--- config.mk ---
export PLATFORM = sky130hd
export DESIGN_NAME = lsu_ctrl
export DESIGN_NICKNAME = d
export VERILOG_FILES = /design/src/rtl/lsu_ctrl.sv
export SDC_FILE = /design/constraint.sdc
export NUM_CORES = 1
export LEC_CHECK = 0
export CAP_MARGIN = 15
export CORE_MARGIN = 3
export CORE_UTILIZATION = 46
export DETAILED_ROUTE_END_ITERATION = 10
export PLACE_DENSITY_LB_ADDON = 0.2
export SETUP_SLACK_MARGIN = 0.2
export SLEW_MARGIN = 5
export SYNTH_ARGS = -nofsm -noshare
export SYNTH_HDL_FRONTEND = slang
export SYNTH_SLANG_ARGS = --single-unit
--- constraint.sdc ---
create_clock -name clk -period 3.8 [get_ports clk]
set_clock_uncertainty 0.15 [all_clocks]
set_input_delay 0.95 -clock clk [delete_from_list [all_inputs] [get_ports clk]]
set_output_delay 0.95 -clock clk [all_outputs]
set_load 0.02 [all_outputs]
--- src/rtl/lsu_ctrl.sv ---
// Load/store control stage: forms the effective address, validates width and alignment,
// drives a single-cycle data-memory access and returns an extended load result to writeback.
module lsu_ctrl #(
  parameter int ADDR_W = 32,
  parameter int RD_W   = 5
) (
  input  logic              clk,
  input  logic              rst,
  input  logic              req_valid,
  output logic              req_ready,
  input  logic              req_is_load,
  input  logic              req_is_store,
  input  logic [2:0]        req_funct3,
  input  logic [ADDR_W-1:0] req_base,
  input  logic [ADDR_W-1:0] req_offset,
  input  logic [31:0]       req_store_data,
  input  logic [RD_W-1:0]   req_rd,
  output logic [2:0]        mem_load_type,
  output logic [2:0]        mem_store_type,
  output logic              mem_read_en,
  output logic              mem_write_en,
  output logic [ADDR_W-1:0] mem_address,
  output logic [31:0]       mem_wdata,
  input  logic [31:0]       mem_rdata,
  output logic              resp_valid,
  output logic              resp_is_load,
  output logic [RD_W-1:0]   resp_rd,
  output logic [31:0]       resp_data,
  output logic              exc_valid,
  output logic [1:0]        exc_cause,
  output logic [ADDR_W-1:0] exc_addr,
  output logic              stall
);

  typedef enum logic [2:0] {
    S_IDLE  = 3'd0,
    S_ISSUE = 3'd1,
    S_WAIT  = 3'd2,
    S_RESP  = 3'd3,
    S_EXC   = 3'd4
  } state_e;

  state_e              state_q, state_d;
  logic [2:0]          funct3_q, funct3_d;
  logic                is_load_q, is_load_d;
  logic [RD_W-1:0]     rd_q, rd_d;
  logic [2:0]          mem_load_type_q, mem_load_type_d;
  logic [2:0]          mem_store_type_q, mem_store_type_d;
  logic                mem_read_en_q, mem_read_en_d;
  logic                mem_write_en_q, mem_write_en_d;
  logic [ADDR_W-1:0]   mem_address_q, mem_address_d;
  logic [31:0]         mem_wdata_q, mem_wdata_d;
  logic                resp_valid_q, resp_valid_d;
  logic                resp_is_load_q, resp_is_load_d;
  logic [RD_W-1:0]     resp_rd_q, resp_rd_d;
  logic [31:0]         resp_data_q, resp_data_d;
  logic                exc_valid_q, exc_valid_d;
  logic [1:0]          exc_cause_q, exc_cause_d;
  logic [ADDR_W-1:0]   exc_addr_q, exc_addr_d;
  logic [ADDR_W-1:0]   eff_addr_s;
  logic [1:0]          req_cause_s;

  // Returns 00 for a legal request, otherwise the exception cause code.
  function automatic logic [1:0] check_req(input logic ld, input logic st,
                                           input logic [2:0] f3, input logic [1:0] lo);
    logic [1:0] cause;
    cause = 2'b00;
    if (ld && st) begin
      cause = 2'b11;
    end else if (ld && (f3 == 3'b011 || f3 == 3'b110 || f3 == 3'b111)) begin
      cause = 2'b11;
    end else if (st && (f3 >= 3'b011)) begin
      cause = 2'b11;
    end else if ((f3[1:0] == 2'b01 && lo[0] != 1'b0) ||
                 (f3[1:0] == 2'b10 && lo != 2'b00)) begin
      cause = ld ? 2'b01 : 2'b10;
    end else begin
      cause = 2'b00;
    end
    return cause;
  endfunction

  function automatic logic [31:0] extract(input logic [31:0] word, input logic [2:0] f3,
                                          input logic [1:0] lo);
    logic [7:0]  b;
    logic [15:0] h;
    logic [31:0] r;
    case (lo)
      2'd0:    b = word[7:0];
      2'd1:    b = word[15:8];
      2'd2:    b = word[23:16];
      2'd3:    b = word[31:24];
      default: b = 8'h00;
    endcase
    h = lo[1] ? word[31:16] : word[15:0];
    case (f3)
      3'b000:  r = {{24{b[7]}}, b};
      3'b100:  r = {24'h000000, b};
      3'b001:  r = {{16{h[15]}}, h};
      3'b101:  r = {16'h0000, h};
      3'b010:  r = word;
      default: r = 32'h00000000;
    endcase
    return r;
  endfunction

  assign eff_addr_s  = req_base + req_offset;
  assign req_cause_s = check_req(req_is_load, req_is_store, req_funct3, eff_addr_s[1:0]);

  always_comb begin
    state_d          = state_q;
    funct3_d         = funct3_q;
    is_load_d        = is_load_q;
    rd_d             = rd_q;
    mem_load_type_d  = mem_load_type_q;
    mem_store_type_d = mem_store_type_q;
    mem_read_en_d    = 1'b0;
    mem_write_en_d   = 1'b0;
    mem_address_d    = mem_address_q;
    mem_wdata_d      = mem_wdata_q;
    resp_valid_d     = 1'b0;
    resp_is_load_d   = resp_is_load_q;
    resp_rd_d        = resp_rd_q;
    resp_data_d      = resp_data_q;
    exc_valid_d      = 1'b0;
    exc_cause_d      = exc_cause_q;
    exc_addr_d       = exc_addr_q;
    case (state_q)
      S_IDLE: begin
        if (req_valid && (req_is_load || req_is_store)) begin
          funct3_d  = req_funct3;
          is_load_d = req_is_load;
          rd_d      = req_rd;
          if (req_cause_s != 2'b00) begin
            exc_valid_d = 1'b1;
            exc_cause_d = req_cause_s;
            exc_addr_d  = eff_addr_s;
            state_d     = S_EXC;
          end else if (req_is_load) begin
            // The full word is always fetched; lane selection happens here on return.
            mem_address_d   = eff_addr_s;
            mem_read_en_d   = 1'b1;
            mem_load_type_d = 3'b010;
            state_d         = S_ISSUE;
          end else begin
            mem_address_d    = eff_addr_s;
            mem_write_en_d   = 1'b1;
            mem_store_type_d = req_funct3;
            mem_wdata_d      = req_store_data;
            state_d          = S_ISSUE;
          end
        end else begin
          state_d = S_IDLE;
        end
      end
      S_ISSUE: state_d = S_WAIT;
      S_WAIT: begin
        resp_valid_d   = 1'b1;
        resp_is_load_d = is_load_q;
        resp_rd_d      = rd_q;
        resp_data_d    = is_load_q ? extract(mem_rdata, funct3_q, mem_address_q[1:0])
                                   : 32'h00000000;
        state_d        = S_RESP;
      end
      S_RESP:  state_d = S_IDLE;
      S_EXC:   state_d = S_IDLE;
      default: state_d = S_IDLE;
    endcase
  end

  always_ff @(posedge clk) begin
    if (rst) begin
      state_q          <= S_IDLE;
      funct3_q         <= 3'b000;
      is_load_q        <= 1'b0;
      rd_q             <= '0;
      mem_load_type_q  <= 3'b000;
      mem_store_type_q <= 3'b000;
      mem_read_en_q    <= 1'b0;
      mem_write_en_q   <= 1'b0;
      mem_address_q    <= '0;
      mem_wdata_q      <= 32'h00000000;
      resp_valid_q     <= 1'b0;
      resp_is_load_q   <= 1'b0;
      resp_rd_q        <= '0;
      resp_data_q      <= 32'h00000000;
      exc_valid_q      <= 1'b0;
      exc_cause_q      <= 2'b00;
      exc_addr_q       <= '0;
    end else begin
      state_q          <= state_d;
      funct3_q         <= funct3_d;
      is_load_q        <= is_load_d;
      rd_q             <= rd_d;
      mem_load_type_q  <= mem_load_type_d;
      mem_store_type_q <= mem_store_type_d;
      mem_read_en_q    <= mem_read_en_d;
      mem_write_en_q   <= mem_write_en_d;
      mem_address_q    <= mem_address_d;
      mem_wdata_q      <= mem_wdata_d;
      resp_valid_q     <= resp_valid_d;
      resp_is_load_q   <= resp_is_load_d;
      resp_rd_q        <= resp_rd_d;
      resp_data_q      <= resp_data_d;
      exc_valid_q      <= exc_valid_d;
      exc_cause_q      <= exc_cause_d;
      exc_addr_q       <= exc_addr_d;
    end
  end

  assign req_ready      = (state_q == S_IDLE) && !rst;
  assign stall          = (state_q != S_IDLE);
  assign mem_load_type  = mem_load_type_q;
  assign mem_store_type = mem_store_type_q;
  assign mem_read_en    = mem_read_en_q;
  assign mem_write_en   = mem_write_en_q;
  assign mem_address    = mem_address_q;
  assign mem_wdata      = mem_wdata_q;
  assign resp_valid     = resp_valid_q;
  assign resp_is_load   = resp_is_load_q;
  assign resp_rd        = resp_rd_q;
  assign resp_data      = resp_data_q;
  assign exc_valid      = exc_valid_q;
  assign exc_cause      = exc_cause_q;
  assign exc_addr       = exc_addr_q;

endmodule

==> results.rst <==
.. list-table::
   :header-rows: 1

   * - Metric
     - Value
   * - Status
     - completed
   * - Global-route wire length before repair
     - 40680 µm
   * - Number of buffer cells added on primary ports
     - 286
   * - Register-to-Register Setup Slack
     - 1.11 ns
   * - Share of final-layout standard cells stronger than drive strength 1
     - 7.390%
   * - Adder-cell area share of the yosys netlist
     - 5.053%
   * - Final number of max-transition violations
     - 0
   * - Number of primary I/O pins
     - 289
   * - Weighted congestion at the end of routability-driven global placement
     - slightly below 0.9
   * - Pin slew with the least headroom to its limit
     - 1.011 ns
   * - Routed wirelength normalized by instance count
     - ~17 µm
   * - Drt first pass iters
     - 5
   * - Initial antenna violation count
     - 0
   * - TritonCTS clock tree
     - done
   * - DR DRC count
     - 0
   * - Fraction of synthesized cell area in xor and xnor cells
     - 2.387%
   * - LEAKAGE
     - 4.292 nW
   * - Number of clock buffers inserted by TritonCTS
     - 17
   * - Dominant combinational cell family by area after synthesis
     - compound AO/OA/AOI/OAI gates
   * - Horizontal die dimension
     - 138.5 µm
   * - Basic-gate share of the synthesized area counting and, or, nand and nor cells
     - 22.21%
   * - Type of the worst min-delay path
     - flop to flop
   * - Max-slew headroom
     - 32.57%
   * - Synthesized cell area
     - slightly above 0.008 mm²
   * - Vertical die dimension
     - between 100 and 150 µm
   * - Complex-gate fraction of the synthesized area
     - about a quarter
   * - Power density relative to cell area
     - between 300 and 400 mW/mm²
   * - Proportion of synthesized chip area in sequential cells
     - between 30% and 40%
   * - Synth cell types
     - 76
   * - Worst vdd rail ir drop
     - 0.0002789 V
   * - Synthesized area divided by synthesized cell count
     - 7.952 µm²
   * - Layout filler cell count
     - 1435
   * - Setup CP Type
     - input port to flop
   * - Per-cell via count in the routed design
     - 5.529
   * - Data required time at the worst endpoint
     - 3.98 ns
   * - Buffer type at the clock tree root
     - clkbuf_16
   * - Register bit total from synthesis
     - 156
   * - Proportion of synthesized area in mux cells
     - roughly 2.3%
   * - DP Wirelength
     - 18960 µm
   * - Count of mapped cells out of synthesis
     - 1015
   * - Gr ovfl total
     - 0
   * - Via count of the first global-routing pass
     - about 7900
   * - Element type at the critical path end
     - flop
   * - Element type at the critical path start
     - input port
   * - Total GRT Usage
     - approximately a quarter
   * - Worst-case setup margin in the final layout
     - 0.3249 ns
   * - Area of the placeable core
     - 0.01688 mm²
   * - Number of buffers inserted by hold repair at cts
     - 0
   * - Hold_ws
     - 0.3015 ns
   * - Critical Path Fanout Max
     - 15
   * - Max Cap Violations
     - 0
   * - Final sum of negative setup slack
     - 0 ns
   * - Total placed instance area
     - 0.01118 mm²
   * - Fraction of registers with async set/reset
     - 0%
   * - Time the worst path needs with I/O delays and setup
     - 3.475 ns
   * - Post-synthesis to final-layout area growth
     - 45.50%
   * - Final #Nets
     - ~1500
   * - Final design utilization
     - 69.58%
   * - Antenna viol nets, final
     - 0
   * - Clock sink total
     - 156
   * - Drt first-iter violations
     - just over 600
   * - Period utilisation layout
     - 91.45%
   * - Number of warnings issued by yosys
     - 0
   * - Signal arrival time at the worst endpoint
     - ~3.7 ns
   * - Post-CTS clock slew at the launch and capture registers of the worst setup and hold paths
     - 0.07 ns
   * - Post-CTS setup buffers
     - 0
   * - Number of failing setup endpoints in the final timing report
     - 0
   * - Highest attainable clock frequency
     - 0.2878 GHz
   * - Buffer depth of the longest clock path
     - 2
   * - Overall die area
     - 0.01917 mm²
   * - # resized after CTS
     - 0
   * - Diodes inserted
     - 0
   * - Post-synth EDFFs
     - 0
   * - Wire length after detailed routing
     - 25680 µm
   * - Count of final hold-check violations
     - 0
   * - Post-placement setup slack
     - -0.08217 ns
   * - Total via count in the routed design
     - between 8000 and 9000
   * - Unrepaired setup endpoints after global routing
     - false
   * - Most common flop cell mapped by yosys
     - dfxtp_1
   * - Final Cell Area
     - 0.01174 mm²
   * - Clock latency on the worst-skew pair
     - 0.43 ns
   * - H-tree depth reported by CTS
     - 4
   * - Number of placement rows
     - 47
   * - Starting Density
     - between 40% and 50%
   * - Maximum number of pins on one net before global-route repair
     - 103
## layout by cell type (no fill, tap or decap), types with 8 or more instances in the layout
cell,count
o21ai_0,35
ha_1,31
a21oi_1,165
xor2_1,13
buf_4,30
a221oi_1,8
dfxtp_1,156
mux2i_1,15
nand3b_1,22
nand2_1,186
nor3_1,11
nand4_1,9
clkdlybuf4s50_1,285
inv_1,11
nor2_1,102
a21o_1,12
a211oi_1,13
clkbuf_16,17
xnor2_1,9
nand3_1,18
o21a_1,8
## cells by family after synthesis
| family | Yosys count |
|---|---|
| XOR/XNOR | 22 |
| AO/OA/AOI/OAI | 312 |
| AND/OR/NAND/NOR | 394 |
| adder cells (fa/ha/maj) | 32 |
| other | 1 |
| flip-flops | 156 |
| multiplexers | 18 |
| buffers and inverters | 80 |
## worst paths after layout
kind	startpoint	to	cells after the start
hold reg to reg	resp_data[4]	resp_data[4]	2
setup reg to reg	mem_address[1]	resp_data[8]	7
setup / recovery	req_base[0]	exc_addr[2]	10
hold / removal	resp_data[4]	resp_data[4]	2
## synth_stat cells (5+ instances only)
library cell / count / area share, %
nand3b_1: 22 / 2.0
nand2b_1: 5 / 0.39
nand2_1: 186 / 8.6
a21o_1: 12 / 1.1
o211ai_1: 6 / 0.56
dfxtp_1: 156 / 39
or3_1: 7 / 0.54
xor2_1: 13 / 1.4
a31oi_1: 7 / 0.54
buf_2: 17 / 1.1
o21bai_1: 5 / 0.47
clkbuf_1: 40 / 1.9
nor2_1: 102 / 4.7
a21oi_1: 165 / 10
buf_4: 6 / 0.56
o221ai_1: 7 / 0.76
inv_1: 11 / 0.51
ha_1: 31 / 4.8
o21a_1: 8 / 0.74
nand3_1: 18 / 1.1
nor3_1: 11 / 0.68
buf_6: 5 / 0.70
nand4_1: 9 / 0.70
xnor2_1: 9 / 0.98
o21ai_0: 35 / 2.2
nand4b_1: 5 / 0.54
nor2b_1: 5 / 0.39
a221oi_1: 8 / 0.87
a211oi_1: 13 / 1.2
mux2i_1: 15 / 1.9
## final cells by class
| type | count | area (µm²) | area share, % |
|---|---|---|---|
| clock buffer | 18 | 439.2 | 3.740 |
| timing repair buffer | 319 | 3158 | 26.89 |
| tap | 220 | 275.3 | 2.344 |
| multi-input combinational | 780 | 4578 | 38.98 |
| inverter | 12 | 45.04 | 0.3835 |
| clock inverter | 14 | 125.1 | 1.065 |
| sequential | 156 | 3123 | 26.59 |
## power breakdown
| group | internal (mW) | total, mW | switching [mW] |
|---|---|---|---|
| combinational | 0.543 | 1.18 | 0.637 |
| sequential | 1.72 | 1.78 | 0.0600 |
| clock | 0.880 | 1.65 | 0.771 |
| total | 3.14 | 4.61 | 1.47 |
## stage by stage
step / std cells / power [mW]
after floorplan: 1016 / 2.481
after global placement: 1487 / 2.968
after detailed placement: 1487 / 2.981
after CTS: 1519 / 4.642
after global routing: 1519 / 4.805
final: 1519 / 4.610
## per-layer routing
| layer | share of wire (%) | up-vias | global-route usage [%] |
|---|---|---|---|
| met3 | 6.6 | 48 | 4.938 |
| met1 | 42 | 3896 | 32.23 |
| li1 | - | 4128 | - |
| met2 | 49 | 326 | 43.63 |
| met4 | 2.7 | 0 | 10.40 |
| met5 | 0 | - | 0 |
## flip-flops by register name, summed over array words and instances, names as in the netlist
| register | cells |
|---|---|
| exc_addr | 32 |
| mem_address | 32 |
| mem_wdata | 32 |
| resp_data | 32 |
| rd_q | 5 |
| resp_rd | 5 |
| funct3_q | 3 |
| mem_store_type | 3 |
| state_q | 3 |
| exc_cause | 2 |
| exc_valid | 1 |
| is_load_q | 1 |
| mem_load_type | 1 |
| mem_read_en | 1 |
| mem_write_en | 1 |
| resp_is_load | 1 |
| resp_valid | 1 |
## worst max-delay path: stages
cell and delay, ns:
clkdlybuf4s50_1 0.40, ha_1 0.23, fa_1 0.54, mux2_4 0.17, a22o_1 0.15, nor2_1 0.06, nor2b_2 0.50, buf_4 0.32
nor2_1 0.06, a211oi_1 0.26
No activity file was read; power rests on OpenSTA's default activity.
